==> src/rtl/en_pulse_gen_pkg.sv <==
// Shared types and constants for the enable-pulse generator.
// Optional SVA checks in the top are enabled with EN_PULSE_GEN_ASSERTS_EN.
package en_pulse_gen_pkg;

  localparam int DEF_DIV_W   = 16;
  localparam int DEF_BURST_W = 8;

  typedef enum logic {
    IDLE = 1'b0,
    RUN  = 1'b1
  } state_t;

  localparam logic MODE_CONT  = 1'b0;
  localparam logic MODE_BURST = 1'b1;

endpackage

==> src/rtl/en_pulse_gen_if.sv <==
// Control/status bundle between a sequencer (master) and the pulse generator (slave).
interface en_pulse_gen_if
  import en_pulse_gen_pkg::*;
#(
  parameter int DIV_W   = DEF_DIV_W,
  parameter int BURST_W = DEF_BURST_W
) ();

  logic               start;
  logic               stop;
  logic               mode;
  logic [DIV_W-1:0]   div;
  logic [BURST_W-1:0] burst_len;
  logic               en;
  logic               busy;
  logic               done;
  logic [BURST_W-1:0] pulse_cnt;

  modport master (
    output start, stop, mode, div, burst_len,
    input  en, busy, done, pulse_cnt
  );

  modport slave (
    input  start, stop, mode, div, burst_len,
    output en, busy, done, pulse_cnt
  );

endinterface

==> src/rtl/en_pulse_gen_presc_dn.sv <==
// Loadable down-counter used as the period prescaler; zero flags terminal count.
module presc_dn
  import en_pulse_gen_pkg::*;
#(
  parameter int DIV_W = DEF_DIV_W
) (
  input  logic             clk,
  input  logic             rst_n,
  input  logic             load,
  input  logic [DIV_W-1:0] load_val,
  input  logic             run,
  output logic             zero
);

  logic [DIV_W-1:0] cnt_q;

  // Load has priority over counting; counting stops at zero.
  always_ff @(posedge clk) begin
    if (!rst_n) begin
      cnt_q <= '0;
    end else if (load) begin
      cnt_q <= load_val;
    end else if (run && (cnt_q != '0)) begin
      cnt_q <= cnt_q - DIV_W'(1);
    end
  end

  assign zero = (cnt_q == '0);

endmodule

==> src/rtl/en_pulse_gen.sv <==
// Programmable enable-pulse generator: single-cycle en strobes every div+1
// cycles, continuously or as a finite burst, with busy/done/pulse count status.
// Define EN_PULSE_GEN_ASSERTS_EN to build in the SVA checks.
module en_pulse_gen
  import en_pulse_gen_pkg::*;
#(
  parameter int DIV_W   = DEF_DIV_W,
  parameter int BURST_W = DEF_BURST_W
) (
  input  logic           clk,
  input  logic           rst_n,
  en_pulse_gen_if.slave  bus
);

  state_t             state_q, state_nxt;
  logic               en_q, done_q;
  logic [BURST_W-1:0] cnt_q, cnt_nxt;
  logic [DIV_W-1:0]   div_q;
  logic [BURST_W-1:0] len_q;
  logic               mode_q;

  logic               accept, zero_burst, finish, fire, done_nxt;
  logic               presc_load, presc_zero;
  logic [DIV_W-1:0]   presc_val;

  // The start edge itself consumes one prescaler count, so the first en
  // lands in cycle div+1 and div=0 fires straight from the start edge.
  function automatic logic [DIV_W-1:0] first_load(input logic [DIV_W-1:0] d);
    return (d == '0) ? '0 : d - DIV_W'(1);
  endfunction

  presc_dn #(.DIV_W(DIV_W)) u_presc (
    .clk      (clk),
    .rst_n    (rst_n),
    .load     (presc_load),
    .load_val (presc_val),
    .run      (state_q == RUN),
    .zero     (presc_zero)
  );

  // Next-state, pulse decision and counter update.
  always_comb begin
    state_nxt  = state_q;
    cnt_nxt    = cnt_q;
    fire       = 1'b0;
    done_nxt   = 1'b0;
    presc_load = 1'b0;
    presc_val  = div_q;

    accept     = (state_q == IDLE) && bus.start && !bus.stop;
    zero_burst = accept && (bus.mode == MODE_BURST) && (bus.burst_len == '0);
    // The final burst pulse is the one currently on en with the count at length.
    finish     = (state_q == RUN) && (mode_q == MODE_BURST) && en_q && (cnt_q == len_q);

    unique case (state_q)
      IDLE: begin
        if (accept) begin
          cnt_nxt    = '0;
          presc_load = 1'b1;
          presc_val  = first_load(bus.div);
          if (zero_burst) begin
            done_nxt = 1'b1;
          end else begin
            state_nxt = RUN;
            if (bus.div == '0) begin
              fire    = 1'b1;
              cnt_nxt = BURST_W'(1);
            end
          end
        end
      end
      RUN: begin
        if (bus.stop) begin
          state_nxt = IDLE;
        end else if (finish) begin
          state_nxt = IDLE;
          done_nxt  = 1'b1;
        end else if (presc_zero) begin
          fire       = 1'b1;
          cnt_nxt    = cnt_q + BURST_W'(1);
          presc_load = 1'b1;
          presc_val  = div_q;
        end
      end
      default: state_nxt = IDLE;
    endcase
  end

  // State, status registers and start-time shadow copies of the settings.
  always_ff @(posedge clk) begin
    if (!rst_n) begin
      state_q <= IDLE;
      en_q    <= 1'b0;
      done_q  <= 1'b0;
      cnt_q   <= '0;
      div_q   <= '0;
      len_q   <= '0;
      mode_q  <= MODE_CONT;
    end else begin
      state_q <= state_nxt;
      en_q    <= fire;
      done_q  <= done_nxt;
      cnt_q   <= cnt_nxt;
      if (accept) begin
        div_q  <= bus.div;
        len_q  <= bus.burst_len;
        mode_q <= bus.mode;
      end
    end
  end

  assign bus.en        = en_q;
  assign bus.busy      = (state_q == RUN);
  assign bus.done      = done_q;
  assign bus.pulse_cnt = cnt_q;

`ifdef EN_PULSE_GEN_ASSERTS_EN
  logic [DIV_W:0] gap_q;
  logic           seen_q;

  // Cycles since the previous en within the current run.
  always_ff @(posedge clk) begin
    if (!rst_n) begin
      gap_q  <= '0;
      seen_q <= 1'b0;
    end else begin
      if (en_q) begin
        gap_q  <= '0;
        seen_q <= 1'b1;
      end else begin
        gap_q  <= gap_q + (DIV_W+1)'(1);
        if (state_q != RUN) seen_q <= 1'b0;
      end
    end
  end

  a_period: assert property (@(posedge clk) disable iff (!rst_n)
      en_q && seen_q |-> gap_q == {1'b0, div_q})
    else $display("%0t en_pulse_gen: en period error", $time);
  c_period: cover property (@(posedge clk) disable iff (!rst_n) en_q && seen_q);

  a_known: assert property (@(posedge clk) disable iff (!rst_n)
      !$isunknown({en_q, bus.busy, done_q, cnt_q}))
    else $display("%0t en_pulse_gen: unknown output", $time);
  c_known: cover property (@(posedge clk) disable iff (!rst_n) bus.busy);

  a_done: assert property (@(posedge clk) disable iff (!rst_n)
      done_q |-> $past(state_q == RUN) || $past(zero_burst))
    else $display("%0t en_pulse_gen: done without run or empty burst", $time);
  c_done: cover property (@(posedge clk) disable iff (!rst_n) done_q);

  a_en_busy: assert property (@(posedge clk) disable iff (!rst_n)
      en_q |-> state_q == RUN)
    else $display("%0t en_pulse_gen: en outside run", $time);
  c_en_busy: cover property (@(posedge clk) disable iff (!rst_n) en_q);
`endif

endmodule

==> src/flat_wrapper.sv <==
// flat-port wrapper written by rule: the top's interface ports become plain ports
module en_pulse_gen_flat import en_pulse_gen_pkg::*;
#(
  parameter int DIV_W   = DEF_DIV_W,
  parameter int BURST_W = DEF_BURST_W
)
  (clk, rst_n, bus_start, bus_stop, bus_mode, bus_div, bus_burst_len, bus_en, bus_busy, bus_done, bus_pulse_cnt);
  en_pulse_gen_if #(.DIV_W(DIV_W), .BURST_W(BURST_W)) bus_i ();
  input  logic clk;
  input  logic rst_n;
  input wire logic [$bits(bus_i.start)-1:0] bus_start;
  input wire logic [$bits(bus_i.stop)-1:0] bus_stop;
  input wire logic [$bits(bus_i.mode)-1:0] bus_mode;
  input wire logic [$bits(bus_i.div)-1:0] bus_div;
  input wire logic [$bits(bus_i.burst_len)-1:0] bus_burst_len;
  output wire logic [$bits(bus_i.en)-1:0] bus_en;
  output wire logic [$bits(bus_i.busy)-1:0] bus_busy;
  output wire logic [$bits(bus_i.done)-1:0] bus_done;
  output wire logic [$bits(bus_i.pulse_cnt)-1:0] bus_pulse_cnt;
  assign bus_i.start = bus_start;
  assign bus_i.stop = bus_stop;
  assign bus_i.mode = bus_mode;
  assign bus_i.div = bus_div;
  assign bus_i.burst_len = bus_burst_len;
  assign bus_en = bus_i.en;
  assign bus_busy = bus_i.busy;
  assign bus_done = bus_i.done;
  assign bus_pulse_cnt = bus_i.pulse_cnt;
  en_pulse_gen #(.DIV_W(DIV_W), .BURST_W(BURST_W)) u_core (.clk(clk), .rst_n(rst_n), .bus(bus_i));
endmodule
==> config.mk <==
export PLATFORM = sky130hd
export DESIGN_NAME = en_pulse_gen_flat
export DESIGN_NICKNAME = d
export VERILOG_FILES = /design/src/rtl/en_pulse_gen_pkg.sv /design/src/rtl/en_pulse_gen_if.sv /design/src/rtl/en_pulse_gen_presc_dn.sv /design/src/rtl/en_pulse_gen.sv /design/src/flat_wrapper.sv
export SDC_FILE = /design/constraint.sdc
export NUM_CORES = 1
export LEC_CHECK = 0
export ABC_AREA = 1
export CAP_MARGIN = 30
export CELL_PAD_IN_SITES_DETAIL_PLACEMENT = 1
export CELL_PAD_IN_SITES_GLOBAL_PLACEMENT = 2
export CORE_MARGIN = 2
export CORE_UTILIZATION = 30
export CTS_CLUSTER_DIAMETER = 30
export CTS_CLUSTER_SIZE = 20
export DETAILED_ROUTE_END_ITERATION = 10
export PLACE_DENSITY_LB_ADDON = 0.1
export SKIP_CTS_REPAIR_TIMING = 1
export SLEW_MARGIN = 40
export SYNTH_ARGS = -nofsm -noshare
export SYNTH_HDL_FRONTEND = slang
export SYNTH_SLANG_ARGS = --single-unit
==> constraint.sdc <==
create_clock -name clk -period 2.2 [get_ports clk]
set_input_delay 0.22 -clock clk [delete_from_list [all_inputs] [get_ports clk]]
set_output_delay 0.22 -clock clk [all_outputs]
set_load 0.01 [all_outputs]
==> results of run 1 <==
cell families (layout without fill, tap and decap cells):
logic type	Yosys count	after routing	share of synthesized area [%]
AND/OR/NAND/NOR	305	305	38.9
adder cells (fa/ha/maj)	5	5	1.91
flip-flops	52	52	31.9
AO/OA/AOI/OAI	75	75	11.6
buffers and inverters	80	148	10.1
XOR/XNOR	21	21	5.63
layer usage:
metal	global-route usage [%]	up-vias	routed length [um]
li1	-	1827	-
met3	2.65	13	278
met1	26.7	1661	5410
met5	0	-	0
met2	35.1	41	5340
met4	5.59	0	187
worst paths after layout:
kind	startpoint	endpoint	slack, ns	cells past startpoint
max	u_core.u_presc.cnt_q[0]	u_core.u_presc.cnt_q[3]	0.23	13
min	u_core.div_q[2]	u_core.div_q[2]	0.47	2
max reg2reg	u_core.u_presc.cnt_q[0]	u_core.u_presc.cnt_q[3]	0.23	13
min reg2reg	u_core.div_q[2]	u_core.div_q[2]	0.47	2
worst min-delay path, stage by stage (launching register included):
cell     delay (ns)
dfxtp_1        0.31
nand2_1        0.07
a21oi_1        0.06
state kept, by name, indices dropped and copies added, names as in the netlist:
signal                cells
u_core.div_q             16
u_core.u_presc.cnt_q     16
u_core.bus.pulse_cnt      8
u_core.len_q              8
u_core.bus.busy           1
u_core.bus.done           1
u_core.bus.en             1
u_core.mode_q             1
area by class of cell:
cell class              count  area, um2  area share (%)
multi-input cells         406       1900            45.9
flip-flops and latches     52       1040            25.2
repair buffers             78        683            16.5
inverters                  64        240            5.81
well taps                 140        175            4.24
clock buffers               5       68.8            1.66
clock inverters             1       30.0           0.726
through the flow:
| step | util (%) | total power [mW] | cells | instance area, um2 | setup slack, ns |
|---|---|---|---|---|---|
| after floorplan | - | 1.51 | 538 | 3270 | 0.648 |
| after global placement | 37.6 | 1.79 | 740 | 4040 | 0.0458 |
| after detailed placement | 37.6 | 1.79 | 740 | 4040 | 0.0305 |
| after CTS | 38.5 | 2.48 | 746 | 4140 | 0.220 |
| after global routing | 38.5 | 2.61 | 746 | 4140 | 0.0592 |
| final | 38.5 | 2.44 | 746 | 4140 | 0.231 |
cells in the final DEF, fill, tap and decap left out:
cell and n:
nand4_1 8, nor2_4 1, nand3_2 1, ha_1 5, inv_1 63, buf_4 39
xnor2_1 4, clkbuf_8 5, dfxtp_1 52, a21oi_1 40, nor3_1 4, clkdlybuf4s50_1 39
nor2_1 63, inv_2 1, a21boi_0 1, o21bai_1 1, xor2_1 17, nand2_2 3
nand2_1 175, o21ai_0 33, nand3b_1 3, nor4_1 2, nor2_2 5, nand3_1 40
bufinv_16 1
report_power, final:
part           switching, mW  internal [mW]
sequential            0.0441           1.00
clock                  0.344          0.328
combinational          0.430          0.293
total                  0.818           1.62
==> flow_summary.yaml, run 1 <==
outcome:
  outcome: "finished, final reports clean"
synthesis:
  synth_top_area_cell: "dfxtp_1"
  synth_top_area_share_pct: 31.9
  syn_nets: 572
  synth.most_common_cell: "nand2_1"
  synthCells: 538
  synth-edff-count: 0
  synth_seq_area_share_pct: 31.9
  ys.flop_type: "dfxtp_1"
  ys_warn_count: 0
  synthTopCellsByCount: "nand2_1, inv_1, nor2_1"
  avgSynthCellArea_um2: 6.07
  synth.distinct_cells: 25
  synth-seq-cells: 52
  syn_area_mm2: 0.00327
  synthArstFlopShare_pct: 0
  yosys-top-cells-area: "dfxtp_1, nand2_1, inv_1"
cts:
  cts_sinks: 52
  tritoncts: "done"
  cts.reportedPaths.clkPinSlew_ns: 0.10
  clockBufferDepth: 2
  cts_inserted_buffers: 5
  cts_root_buffer: "clkbuf_8"
  h-tree-depth: 2
  clk_latency_ns: 0.32
timing:
  tns_ns: 0
  setup_viol: 0
  hold_viol: 0
  tightest_slew_ns: 0.531
  rsz0062_at_grt: "no"
  slew-limit-headroom_pct: 64.5
  holdWs_ns: 0.474
  period_share_pct: 89.5
  fin_crit_ns: 1.97
  clock.fmax_ghz: 0.508
  slew_viol_final: 0
  final.setup_skew_ns: 0.00631
global_route:
  gr-usage-all-layers_pct: 20.4
  grt_max_degree: 19
  grt.overflow.total: 0
  grt_pass1_wl_um: 18600
  antenna_found_initial: 0
  grt_pass1_vias: 3699
route:
  ant_nets: 0
  vias: 3542
  viasPerCell: 4.75
  drtPass1Iterations: 4
  wl_um: 11200
  drt_iter0_markers: 87
  drc: 0
  wl_per_cell_um: 15.0
place:
  dp_hpwl_um: 9130
  numPortBuffers: 39
  gp_congestion: 0.832
power:
  leakagePower_nw: 1.88
  vdd_drop_max_mv: 0.238
  power_density_mw_per_mm2: 590
floorplanning:
  fp-row-count: 38
  io_pins: 40
  die-area_mm2: 0.0117
  coreArea_mm2: 0.0107
  fp.dieW_um: 108
  start_util_pct: 30.4
  dieHeight_um: 108
critical_path:
  path_delay_family: "simple AND/OR/NAND/NOR gates"
  cp_slowest_cell: "dfxtp_1"
  path_cells: "inv_1 -> ha_1 -> nand2_1 -> nor2_1 -> nand2_1 -> nand2_2 -> buf_4 -> inv_1 -> buf_4 -> nand2_1 -> nand2_1 -> o21ai_0 -> a21oi_1"
  crit_top_cell: "nand2_1"
  required_ns: 2.40
  path_buf_inv: 4
  cp-start-kind: "flip-flop"
  worst_setup_path_end_kind: "flip-flop"
  cpPeakStageDelay_ns: 0.31
  arrival_ns: 2.17
  path_class: "flip-flop to flip-flop"
  cp_max_fo: 12
job:
  maxCapViolCount: 0
finish:
  n_antenna_cell: 0
  fill_cells: 1472
  drive_gt1_share_pct: 9.24
  nets: 641
  area_growth_pct: 26.5
worst_hold_path:
  hp-class: "flip-flop to flip-flop"
Power figures use the tool's default switching activity.
==> run 2: changes to the inputs <==
Settings changed: CORE_UTILIZATION 30 to 32.
Clock period 2.2 ns to 2.3 ns, I/O delays scaled along.
==> flow_summary.yaml, run 2 (synthesis gave the netlist of run 1 again) <==
power:
  p_sw_mw: 0.771
  leakagePower_nw: 1.80
  vdd_drop_max_mv: 0.233
  p_sw_share_pct: 32.5
  power_density_mw_per_mm2: 591
  total_power_mw: 2.37
  p_seq_share_pct: 42.2
  p_int_mw: 1.60
  p_comb_share_pct: 27.7
  p_clk_share_pct: 30.1
critical_path:
  worst_setup_path_end_kind: "flip-flop"
  reg2reg_slack_ns: 0.31
  arrival_ns: 2.24
  path_cells: "inv_1 -> ha_1 -> nand2_1 -> nor2_1 -> nand2_1 -> nand2_2 -> buf_4 -> inv_1 -> nor2_2 -> nand2_1 -> a21oi_1"
  cp-endpoint: "u_core.u_presc.cnt_q[6]"
  cp-start-kind: "flip-flop"
  path_class: "flip-flop to flip-flop"
  cp_max_fo: 7
  reg2reg_depth: 11
  cpPeakStageDelay_ns: 0.33
  required_ns: 2.56
  path_buf_inv: 3
  cp-startpoint: "u_core.u_presc.cnt_q[0]"
  cp.depth: 11
  path_delay_family: "simple AND/OR/NAND/NOR gates"
  crit_top_cell: "nand2_1"
  cp_slowest_cell: "nor2_2"
  reg2reg_to: "u_core.u_presc.cnt_q[6]"
  worstReg2RegStart: "u_core.u_presc.cnt_q[0]"
finish:
  drive_gt1_share_pct: 6.62
  fin_cells: 722
  area_growth_pct: 22.7
  mostFrequentLayoutCell: "nand2_1"
  nets: 622
  reg_top3: "u_core.div_q: 16 flops, u_core.u_presc.cnt_q: 16 flops"
  n_antenna_cell: 0
  stdcell_area_mm2: 0.00401
  final_cell_mix: "nand2_1, inv_1, nor2_1"
floorplanning:
  coreArea_mm2: 0.00986
  fp.dieW_um: 105
  io_pins: 40
  die-area_mm2: 0.0110
  dieHeight_um: 105
  fp-row-count: 36
  start_util_pct: 33.1
cts:
  cts_root_buffer: "clkbuf_8"
  cts_inserted_buffers: 5
  tritoncts: "done"
  clockBufferDepth: 2
  cts_sinks: 52
  h-tree-depth: 2
  cts.reportedPaths.clkPinSlew_ns: 0.10
  clk_latency_ns: 0.32
global_route:
  grt_pass1_wl_um: 18100
  grt.overflow.total: 0
  antenna_found_initial: 0
  gr-usage-all-layers_pct: 20.5
  grt_pass1_vias: 3583
  grt_max_degree: 34
route:
  ant_nets: 0
  drtPass1Iterations: 5
  drc: 0
  drt_iter0_markers: 70
  wl_per_cell_um: 15.1
  wl_um: 10900
  vias: 3540
  viasPerCell: 4.90
timing:
  tightest_slew_ns: 0.429
  rsz0062_at_grt: "no"
  final.setup_skew_ns: 0.00805
  setup_viol: 0
  fin_crit_ns: 1.99
  tns_ns: 0
  hold_viol: 0
  slew_viol_final: 0
  period_share_pct: 86.4
  slew-limit-headroom_pct: 71.4
  clock.fmax_ghz: 0.503
  holdWs_ns: 0.476
place:
  place_area_mm2: 0.00388
  dp_hpwl_um: 8640
  numPortBuffers: 39
  placed_cells: 714
  gp_congestion: 0.899
worst_hold_path:
  hp-class: "flip-flop to flip-flop"
outcome:
  outcome: "finished, final reports clean"
job:
  maxCapViolCount: 0
[run 2: cell types whose count changed in the layout (fill, tap and decap cells not counted), sizes merged]
cell    change
buf        -19
clkbuf      +2
[run 2: metrics by stage]
| stage | setup slack, ns | utilization, % |
|---|---|---|
| 5_1_grt | 0.0729 | 40.7 |
| 3_3_place_gp | 0.136 | 39.4 |
| 6_report | 0.312 | 40.7 |
| 4_1_cts | 0.324 | 40.7 |
| 3_5_place_dp | 0.0862 | 39.4 |
| 2_1_floorplan | 0.748 | - |
[run 2: cell type report]
class	instances	area (um2)
clock buffers	7	96.3
clock inverters	1	30.0
fillers	1342	5850
inverters	64	240
multi-input cells	406	1900
flip-flops and latches	52	1040
well taps	133	166
repair buffers	59	541
[run 2: power by group through the flow]
| stage | Clock, mW | Sequential, mW | Combinational, mW |
|---|---|---|---|
| floorplan | 0 | 1.01 | 0.433 |
| global placement | 0 | 1.02 | 0.649 |
| detailed placement | 0 | 1.02 | 0.656 |
| CTS | 0.747 | 1.00 | 0.661 |
| global route | 0.770 | 1.01 | 0.746 |
| finish | 0.712 | 1.00 | 0.657 |
[run 2: tightest hold or removal path: stages, from the launching register on]
cell and delay [ns]:
dfxtp_1 0.31, nand2_1 0.07, a21oi_1 0.06
[run 2: how the worst min path moves through the flow]
stage | start | cells past startpoint | endpoint | slack, ns
after global placement | u_core.len_q[6] | 2 | u_core.len_q[6] | 0.46
after CTS | bus_mode | 3 | u_core.mode_q | 0.47
after floorplan | bus_burst_len[3] | 2 | u_core.len_q[3] | 0.37
final | u_core.div_q[8] | 2 | u_core.div_q[8] | 0.48
after global routing | bus_mode | 3 | u_core.mode_q | 0.49
after detailed placement | u_core.len_q[6] | 2 | u_core.len_q[6] | 0.46
[run 2: per-layer routing]
metal | wire length [um] | vias up | GRT usage, %
met5 | 0 | - | 0
met4 | 199 | 0 | 6.48
met3 | 226 | 11 | 2.43
met2 | 4890 | 48 | 33.1
met1 | 5580 | 1686 | 28.5
li1 | - | 1795 | -
